--- src/rtl/uart_pkg.sv ---
// Shared types and defaults for the UART command-frame sequencer.
package uart_pkg;

    localparam int unsigned DEF_MAX_LEN     = 16;
    localparam int unsigned DEF_TIMEOUT_CYC = 50000;
    localparam logic [7:0]  DEF_SOF_BYTE    = 8'hAA;
    localparam int unsigned LW              = 5;

    typedef enum logic [2:0] {
        ST_IDLE,
        ST_CMD,
        ST_LEN,
        ST_DATA,
        ST_CHK,
        ST_HOLD
    } state_e;

    typedef struct packed {
        logic [7:0]    cmd;
        logic [LW-1:0] len;
    } frm_hdr_t;

endpackage

--- src/rtl/uart_frame_ctrl_if.sv ---
// Receiver-side byte strobe plus host-side frame hand-off signals.
interface uart_frame_ctrl_if;
    import uart_pkg::*;

    logic          rx_valid;
    logic [7:0]    rx_byte;
    logic          frm_valid;
    logic [7:0]    frm_cmd;
    logic [LW-1:0] frm_len;
    logic [LW-1:0] rd_addr;
    logic [7:0]    rd_data;
    logic          frm_ack;
    logic          err_chk;
    logic          err_len;
    logic          err_tmo;
    logic          err_ovr;
    logic          busy;

    modport slave (
        input  rx_valid, rx_byte, rd_addr, frm_ack,
        output frm_valid, frm_cmd, frm_len, rd_data,
        output err_chk, err_len, err_tmo, err_ovr, busy
    );

    modport master (
        output rx_valid, rx_byte, rd_addr, frm_ack,
        input  frm_valid, frm_cmd, frm_len, rd_data,
        input  err_chk, err_len, err_tmo, err_ovr, busy
    );

endinterface

--- src/rtl/uart_frame_tmo.sv ---
// Inter-byte idle counter: cleared on each accepted byte, runs while enabled.
module uart_frame_tmo #(
    parameter int unsigned TIMEOUT_CYC = 50000
) (
    input  logic clk,
    input  logic rst,
    input  logic clr,
    input  logic en,
    output logic expire_c
);

    localparam int unsigned CW = $clog2(TIMEOUT_CYC);

    logic [CW-1:0] cnt;

    // Expires in the idle cycle whose count reaches TIMEOUT_CYC-1; a byte in that cycle wins.
    assign expire_c = en & ~clr & (cnt == CW'(TIMEOUT_CYC - 2));

    // Idle cycle counter, held at zero outside the frame body.
    always_ff @(posedge clk) begin
        if (rst) begin
            cnt <= '0;
        end else if (clr || !en) begin
            cnt <= '0;
        end else if (!expire_c) begin
            cnt <= cnt + CW'(1);
        end
    end

endmodule

--- src/rtl/uart_frame_ctrl.sv ---
// Parses SOF/CMD/LEN/payload/CHK frames from the UART byte stream and holds good frames for the host.
module uart_frame_ctrl
    import uart_pkg::*;
#(
    parameter int unsigned MAX_LEN     = DEF_MAX_LEN,
    parameter int unsigned TIMEOUT_CYC = DEF_TIMEOUT_CYC,
    parameter logic [7:0]  SOF_BYTE    = DEF_SOF_BYTE
) (
    input  logic             clk,
    input  logic             rst,
    uart_frame_ctrl_if.slave bus
);

    localparam int unsigned AW = (MAX_LEN > 1) ? $clog2(MAX_LEN) : 1;

    state_e        state_q, state_d;
    frm_hdr_t      cur_q, cur_d;
    frm_hdr_t      hdr_q;
    logic [LW-1:0] cnt_q, cnt_d;
    logic [7:0]    sum_q, sum_d;
    logic          rx_valid_q;
    logic          acc_c;
    logic          wr_en_c;
    logic          hdr_load_c;
    logic          tmo_en_c;
    logic          tmo_exp_c;
    logic          err_chk_d, err_len_d, err_tmo_d, err_ovr_d;
    logic [7:0]    pay_mem [MAX_LEN];

    assign acc_c    = bus.rx_valid & ~rx_valid_q;
    assign tmo_en_c = (state_q == ST_CMD) || (state_q == ST_LEN) ||
                      (state_q == ST_DATA) || (state_q == ST_CHK);

    uart_frame_tmo #(
        .TIMEOUT_CYC(TIMEOUT_CYC)
    ) u_tmo (
        .clk      (clk),
        .rst      (rst),
        .clr      (acc_c),
        .en       (tmo_en_c),
        .expire_c (tmo_exp_c)
    );

    // Next-state, frame field capture and error pulse decode.
    always_comb begin
        state_d    = state_q;
        cur_d      = cur_q;
        cnt_d      = cnt_q;
        sum_d      = sum_q;
        wr_en_c    = 1'b0;
        hdr_load_c = 1'b0;
        err_chk_d  = 1'b0;
        err_len_d  = 1'b0;
        err_tmo_d  = 1'b0;
        err_ovr_d  = 1'b0;

        case (state_q)
            ST_IDLE: begin
                if (acc_c && bus.rx_byte == SOF_BYTE) begin
                    state_d = ST_CMD;
                end
            end
            ST_CMD: begin
                if (acc_c) begin
                    cur_d.cmd = bus.rx_byte;
                    sum_d     = bus.rx_byte;
                    state_d   = ST_LEN;
                end
            end
            ST_LEN: begin
                if (acc_c) begin
                    if (bus.rx_byte > 8'(MAX_LEN)) begin
                        err_len_d = 1'b1;
                        state_d   = ST_IDLE;
                    end else begin
                        cur_d.len = LW'(bus.rx_byte);
                        sum_d     = sum_q + bus.rx_byte;
                        cnt_d     = '0;
                        state_d   = (bus.rx_byte == 8'h00) ? ST_CHK : ST_DATA;
                    end
                end
            end
            ST_DATA: begin
                if (acc_c) begin
                    wr_en_c = 1'b1;
                    sum_d   = sum_q + bus.rx_byte;
                    cnt_d   = cnt_q + LW'(1);
                    if (cnt_q == cur_q.len - LW'(1)) begin
                        state_d = ST_CHK;
                    end
                end
            end
            ST_CHK: begin
                if (acc_c) begin
                    if (bus.rx_byte == sum_q) begin
                        hdr_load_c = 1'b1;
                        state_d    = ST_HOLD;
                    end else begin
                        err_chk_d = 1'b1;
                        state_d   = ST_IDLE;
                    end
                end
            end
            ST_HOLD: begin
                // A byte here is dropped even if it coincides with the ack, so no SOF is taken.
                if (acc_c) begin
                    err_ovr_d = 1'b1;
                end
                if (bus.frm_ack) begin
                    state_d = ST_IDLE;
                end
            end
            default: begin
                state_d = ST_IDLE;
            end
        endcase

        if (tmo_exp_c) begin
            err_tmo_d = 1'b1;
            state_d   = ST_IDLE;
        end
    end

    // State, working fields and registered outputs.
    always_ff @(posedge clk) begin
        if (rst) begin
            state_q       <= ST_IDLE;
            rx_valid_q    <= 1'b0;
            cur_q         <= '0;
            hdr_q         <= '0;
            cnt_q         <= '0;
            sum_q         <= '0;
            bus.frm_valid <= 1'b0;
            bus.busy      <= 1'b0;
            bus.err_chk   <= 1'b0;
            bus.err_len   <= 1'b0;
            bus.err_tmo   <= 1'b0;
            bus.err_ovr   <= 1'b0;
        end else begin
            state_q       <= state_d;
            rx_valid_q    <= bus.rx_valid;
            cur_q         <= cur_d;
            cnt_q         <= cnt_d;
            sum_q         <= sum_d;
            if (hdr_load_c) begin
                hdr_q <= cur_q;
            end
            bus.frm_valid <= (state_d == ST_HOLD);
            bus.busy      <= (state_d != ST_IDLE);
            bus.err_chk   <= err_chk_d;
            bus.err_len   <= err_len_d;
            bus.err_tmo   <= err_tmo_d;
            bus.err_ovr   <= err_ovr_d;
        end
    end

    // Payload buffer; contents after reset are irrelevant.
    always_ff @(posedge clk) begin
        if (!rst && wr_en_c) begin
            pay_mem[AW'(cnt_q)] <= bus.rx_byte;
        end
    end

    assign bus.frm_cmd = hdr_q.cmd;
    assign bus.frm_len = hdr_q.len;
    assign bus.rd_data = (bus.rd_addr < hdr_q.len) ? pay_mem[AW'(bus.rd_addr)] : 8'h00;

endmodule

--- src/flat_wrapper.sv ---
// flat-port wrapper written by rule: the top's interface ports become plain ports
module uart_frame_ctrl_flat import uart_pkg::*;
#(
    parameter int unsigned MAX_LEN     = DEF_MAX_LEN,
    parameter int unsigned TIMEOUT_CYC = DEF_TIMEOUT_CYC,
    parameter logic [7:0]  SOF_BYTE    = DEF_SOF_BYTE
)
  (clk, rst, bus_rx_valid, bus_rx_byte, bus_rd_addr, bus_frm_ack, bus_frm_valid, bus_frm_cmd, bus_frm_len, bus_rd_data, bus_err_chk, bus_err_len, bus_err_tmo, bus_err_ovr, bus_busy);
  uart_frame_ctrl_if bus_i ();
  input  logic clk;
  input  logic rst;
  input wire logic [$bits(bus_i.rx_valid)-1:0] bus_rx_valid;
  input wire logic [$bits(bus_i.rx_byte)-1:0] bus_rx_byte;
  input wire logic [$bits(bus_i.rd_addr)-1:0] bus_rd_addr;
  input wire logic [$bits(bus_i.frm_ack)-1:0] bus_frm_ack;
  output wire logic [$bits(bus_i.frm_valid)-1:0] bus_frm_valid;
  output wire logic [$bits(bus_i.frm_cmd)-1:0] bus_frm_cmd;
  output wire logic [$bits(bus_i.frm_len)-1:0] bus_frm_len;
  output wire logic [$bits(bus_i.rd_data)-1:0] bus_rd_data;
  output wire logic [$bits(bus_i.err_chk)-1:0] bus_err_chk;
  output wire logic [$bits(bus_i.err_len)-1:0] bus_err_len;
  output wire logic [$bits(bus_i.err_tmo)-1:0] bus_err_tmo;
  output wire logic [$bits(bus_i.err_ovr)-1:0] bus_err_ovr;
  output wire logic [$bits(bus_i.busy)-1:0] bus_busy;
  assign bus_i.rx_valid = bus_rx_valid;
  assign bus_i.rx_byte = bus_rx_byte;
  assign bus_i.rd_addr = bus_rd_addr;
  assign bus_i.frm_ack = bus_frm_ack;
  assign bus_frm_valid = bus_i.frm_valid;
  assign bus_frm_cmd = bus_i.frm_cmd;
  assign bus_frm_len = bus_i.frm_len;
  assign bus_rd_data = bus_i.rd_data;
  assign bus_err_chk = bus_i.err_chk;
  assign bus_err_len = bus_i.err_len;
  assign bus_err_tmo = bus_i.err_tmo;
  assign bus_err_ovr = bus_i.err_ovr;
  assign bus_busy = bus_i.busy;
  uart_frame_ctrl #(.MAX_LEN(MAX_LEN), .TIMEOUT_CYC(TIMEOUT_CYC), .SOF_BYTE(SOF_BYTE)) u_core (.clk(clk), .rst(rst), .bus(bus_i));
endmodule
--- config.mk ---
export PLATFORM = sky130hd
export DESIGN_NAME = uart_frame_ctrl_flat
export DESIGN_NICKNAME = d
export VERILOG_FILES = /design/src/rtl/uart_pkg.sv /design/src/rtl/uart_frame_ctrl_if.sv /design/src/rtl/uart_frame_tmo.sv /design/src/rtl/uart_frame_ctrl.sv /design/src/flat_wrapper.sv
export SDC_FILE = /design/constraint.sdc
export NUM_CORES = 1
export LEC_CHECK = 0
export CORE_ASPECT_RATIO = 1.2
export CORE_MARGIN = 4
export CORE_UTILIZATION = 58
export CTS_BUF_LIST = sky130_fd_sc_hd__clkbuf_4
export CTS_CLUSTER_DIAMETER = 120
export CTS_CLUSTER_SIZE = 16
export DETAILED_ROUTE_END_ITERATION = 6
export PLACE_DENSITY_LB_ADDON = 0.1
export SYNTH_ARGS = -nofsm -noshare
export SYNTH_HDL_FRONTEND = slang
export SYNTH_SLANG_ARGS = --single-unit
--- constraint.sdc ---
create_clock -name clk -period 4.05 [get_ports clk]
set_input_delay 0.6075 -clock clk [delete_from_list [all_inputs] [get_ports clk]]
set_output_delay 0.6075 -clock clk [all_outputs]
set_load 0.03 [all_outputs]
==> results.ini <==
[routing]
drtAntennaViolNets=0
detail_route.vias_per_cell=6.015
detail_route.first_pass.iterations=5
drt_iter0_drc=467
detail_route.wl_per_cell_um=20.90
maxUsedRoutingLayer=met4
route.detailed.drc=0
route.layer.met1.wl_um=7466
met2WireLength_um=9663
finalWirelength_um=18100
met3_length_um=751
vias=5209

[timing]
finalHoldViolations=0
finalClockSkew_ns=0.01505
final_max_slew_viol_count=0
final_critical_path_setup_slack_ns=0.7535
slew-limit-headroom_pct=34.53
unrepaired_setup_endpoints_after_global_routing=no
finalCritPeriodShare_pct=81.39
finalSetupTns_ns=0
worst_slew_pin_slew_ns=0.9746
timing.final.setup_violations=0
fmaxAchievable_mhz=303.4
final.min_clock_period_ns=3.296

[cells_and_area]
num-fill-cells=1094
final_cell_count_no_fill=866
final_layout_size_suffix_gt1_share_pct=17.66
final_antenna_diode_count=0
finalInstanceArea_mm2=0.009439
layout.nets=714
flow.area_growth_from_synthesis_pct=12.00

[synthesis]
asyncSetResetFlopFracSynth_pct=0
netlist_area_mm2=0.008428
syn-instance-count=615
synth.area.top_cells=sky130_fd_sc_hd__edfxtp_1 (46%), sky130_fd_sc_hd__dfxtp_1 (15%), sky130_fd_sc_hd__mux4_2 (11%), sky130_fd_sc_hd__nor2_1 (3.2%), sky130_fd_sc_hd__ha_1 (2.7%)
netlist_top_cells_count=sky130_fd_sc_hd__edfxtp_1 (128), sky130_fd_sc_hd__nor2_1 (71), sky130_fd_sc_hd__dfxtp_1 (65)
post-synth-top-area-cell=sky130_fd_sc_hd__edfxtp_1
yosys.cell_count.top_type=sky130_fd_sc_hd__edfxtp_1
dominantRegCellSynth=sky130_fd_sc_hd__edfxtp_1
synth-seq-cells=193
syn-num-nets=651
synthesis.area_per_instance_um2=13.70
synthesis.yosys.warnings=0
synth_edf_count=128
ys_seq_area_share_pct=61.05
yosys.cell_types.count=60
synth_top_cell_area_share_pct=45.61

[clock_network]
total_number_of_clock_tree_sinks=193
cts_setup_buffers=0
clock_tree.htree_level_count=4
clock_tree_from_tritoncts=done
clk_latency_ns=0.55
cts_max_path_buffers=2
cts_made_buffers=17
clock_slew_at_reported_path_ffs_ns=0.14
cts_resized=0
cts_root_buf=sky130_fd_sc_hd__clkbuf_4
cts_hold_repair.buffers=0

[setup_path]
required_ns=3.44
worst-r2r-setup-slack_ns=1.36
worstPathMaxFanout=29
setup.worst_path.start_class=primary input
critical_path_class=in -> out
worstSetupEndpointType=output port
worst_ep_arrival_time_ns=2.69

[status]
result_of_the_run=complete, no violations

[min_path]
worstHoldPathType=reg -> reg

[power_and_ir_drop]
worst_ir_drop_vdd_v=0.0001620
p_total_uw=3299
cellLeakagePower_uw=0.003081
power_density_relative_to_cell_area_mw_per_mm2=349.5

[placed_design]
placed_area_mm2=0.009161
hpwlAfterDp_um=12530
dp_worst_setup_slack_ns=0.7143
number_of_buffers_inserted_by_port_buffering=43
post-place-cells=834
final_estimated_routing_congestion_in_global_placement=0.8200

[floorplan]
floorplan.initialDensity_pct=58.96
fp.coreArea_mm2=0.01429
die_y_um=140.1
design.portCount=44
die-width_um=118.0
placement_rows=48
design.die.area_mm2=0.01653

[job]
drv.max_cap_violation_count=0

[global_routing]
global_route_wire_length_before_repair_um=29030
groute.usage.overall_pct=22.91
grt_max_degree=44
globalRouteOverflowTotal=0
antenna_found_initial=0
grt_pass1_vias=5342

## path summary, 6_finish.rpt
kind                                         from              endpoint  depth (start not counted)
worst min-delay path              u_core.cur_q[9]       u_core.cur_q[9]                          2
worst min register to register    u_core.cur_q[9]       u_core.cur_q[9]                          2
worst max register to register  u_core.state_q[0]  u_core.pay_mem[9][4]                          5
worst max-delay path               bus_rd_addr[1]        bus_rd_data[2]                          6
## critical path, cell delays in order
cell and delay, ns:
sky130_fd_sc_hd__clkdlybuf4s50_1 0.49, sky130_fd_sc_hd__buf_4 0.39, sky130_fd_sc_hd__mux4_2 0.39, sky130_fd_sc_hd__mux4_2 0.46, sky130_fd_sc_hd__nor2b_1 0.17, sky130_fd_sc_hd__buf_12 0.16
## flip-flops by register name (all words and copies together), names as in the netlist, 3 cells and up
register / count
u_core.pay_mem: 128
u_core.bus.frm_len: 5
u_core.sum_q: 8
u_core.bus.frm_cmd: 8
u_core.state_q: 3
u_core.u_tmo.cnt: 16
u_core.cur_q: 13
u_core.cnt_q: 5
## layout by cell type, fill, tap and decap left out, types with 3 or more instances in the layout
master	n
sky130_fd_sc_hd__a21o_1	5
sky130_fd_sc_hd__a21oi_1	25
sky130_fd_sc_hd__a311oi_1	4
sky130_fd_sc_hd__and3_1	3
sky130_fd_sc_hd__buf_12	3
sky130_fd_sc_hd__buf_4	36
sky130_fd_sc_hd__clkbuf_4	19
sky130_fd_sc_hd__clkdlybuf4s50_1	34
sky130_fd_sc_hd__dfxtp_1	65
sky130_fd_sc_hd__edfxtp_1	128
sky130_fd_sc_hd__ha_1	18
sky130_fd_sc_hd__inv_1	18
sky130_fd_sc_hd__inv_6	3
sky130_fd_sc_hd__mux2i_1	15
sky130_fd_sc_hd__mux4_2	40
sky130_fd_sc_hd__nand2_1	45
sky130_fd_sc_hd__nand2b_1	12
sky130_fd_sc_hd__nand3_1	14
sky130_fd_sc_hd__nand4_1	7
sky130_fd_sc_hd__nor2_1	71
sky130_fd_sc_hd__nor2b_1	12
sky130_fd_sc_hd__nor3_1	13
sky130_fd_sc_hd__nor4_1	4
sky130_fd_sc_hd__o211a_1	3
sky130_fd_sc_hd__o211ai_1	3
sky130_fd_sc_hd__o21ai_0	8
sky130_fd_sc_hd__o21ai_1	4
sky130_fd_sc_hd__o31ai_1	3
sky130_fd_sc_hd__or3_1	5
sky130_fd_sc_hd__xnor2_1	11
sky130_fd_sc_hd__xor2_1	12
## per-layer routing
layer  global-route usage [%]  vias up
met5                        0        -
met4                    5.494        0
met1                    28.52     2605
met3                    4.362       23
met2                    41.58      152
li1                         -     2429
## cell type report
class	count	area [µm²]	area share [%]
Multi-Input combinational cell	374	3054	32.36
Clock buffer	19	142.6	1.511
Tap cell	175	219.0	2.320
Sequential cell	193	5145	54.51
Timing Repair Buffer	74	675.6	7.158
Inverter	18	67.56	0.7158
Clock inverter	13	135.1	1.432
## metrics by stage
| stage | util [%] | hold slack, ns |
|---|---|---|
| floorplan | - | 0.4360 |
| global placement | 64.09 | 0.4432 |
| detailed placement | 64.09 | 0.4492 |
| CTS | 66.04 | 0.4682 |
| global route | 66.04 | 0.4959 |
| finish | 66.04 | 0.4676 |
## cells by family after synthesis
group                    Yosys count  synth area share (%)
multiplexers                      55                 12.47
AND/OR/NAND/NOR                  206                 12.62
AO/OA/AOI/OAI                     71                 5.849
adder cells (fa/ha/maj)           19                 2.910
buffers and inverters             48                 2.717
flip-flops                       193                 61.05
XOR/XNOR                          23                 2.390
## where the power goes
| part | total [µW] | leakage [µW] | switching, µW | internal, µW |
|---|---|---|---|---|
| clock network | 1010 | 0.000147 | 624 | 382 |
| registers | 2100 | 0.00167 | 0.343 | 2090 |
| logic | 197 | 0.00126 | 108 | 89.1 |
| total | 3300 | 0.00308 | 732 | 2570 |
Note: power is estimated with default switching activity, not from simulation.
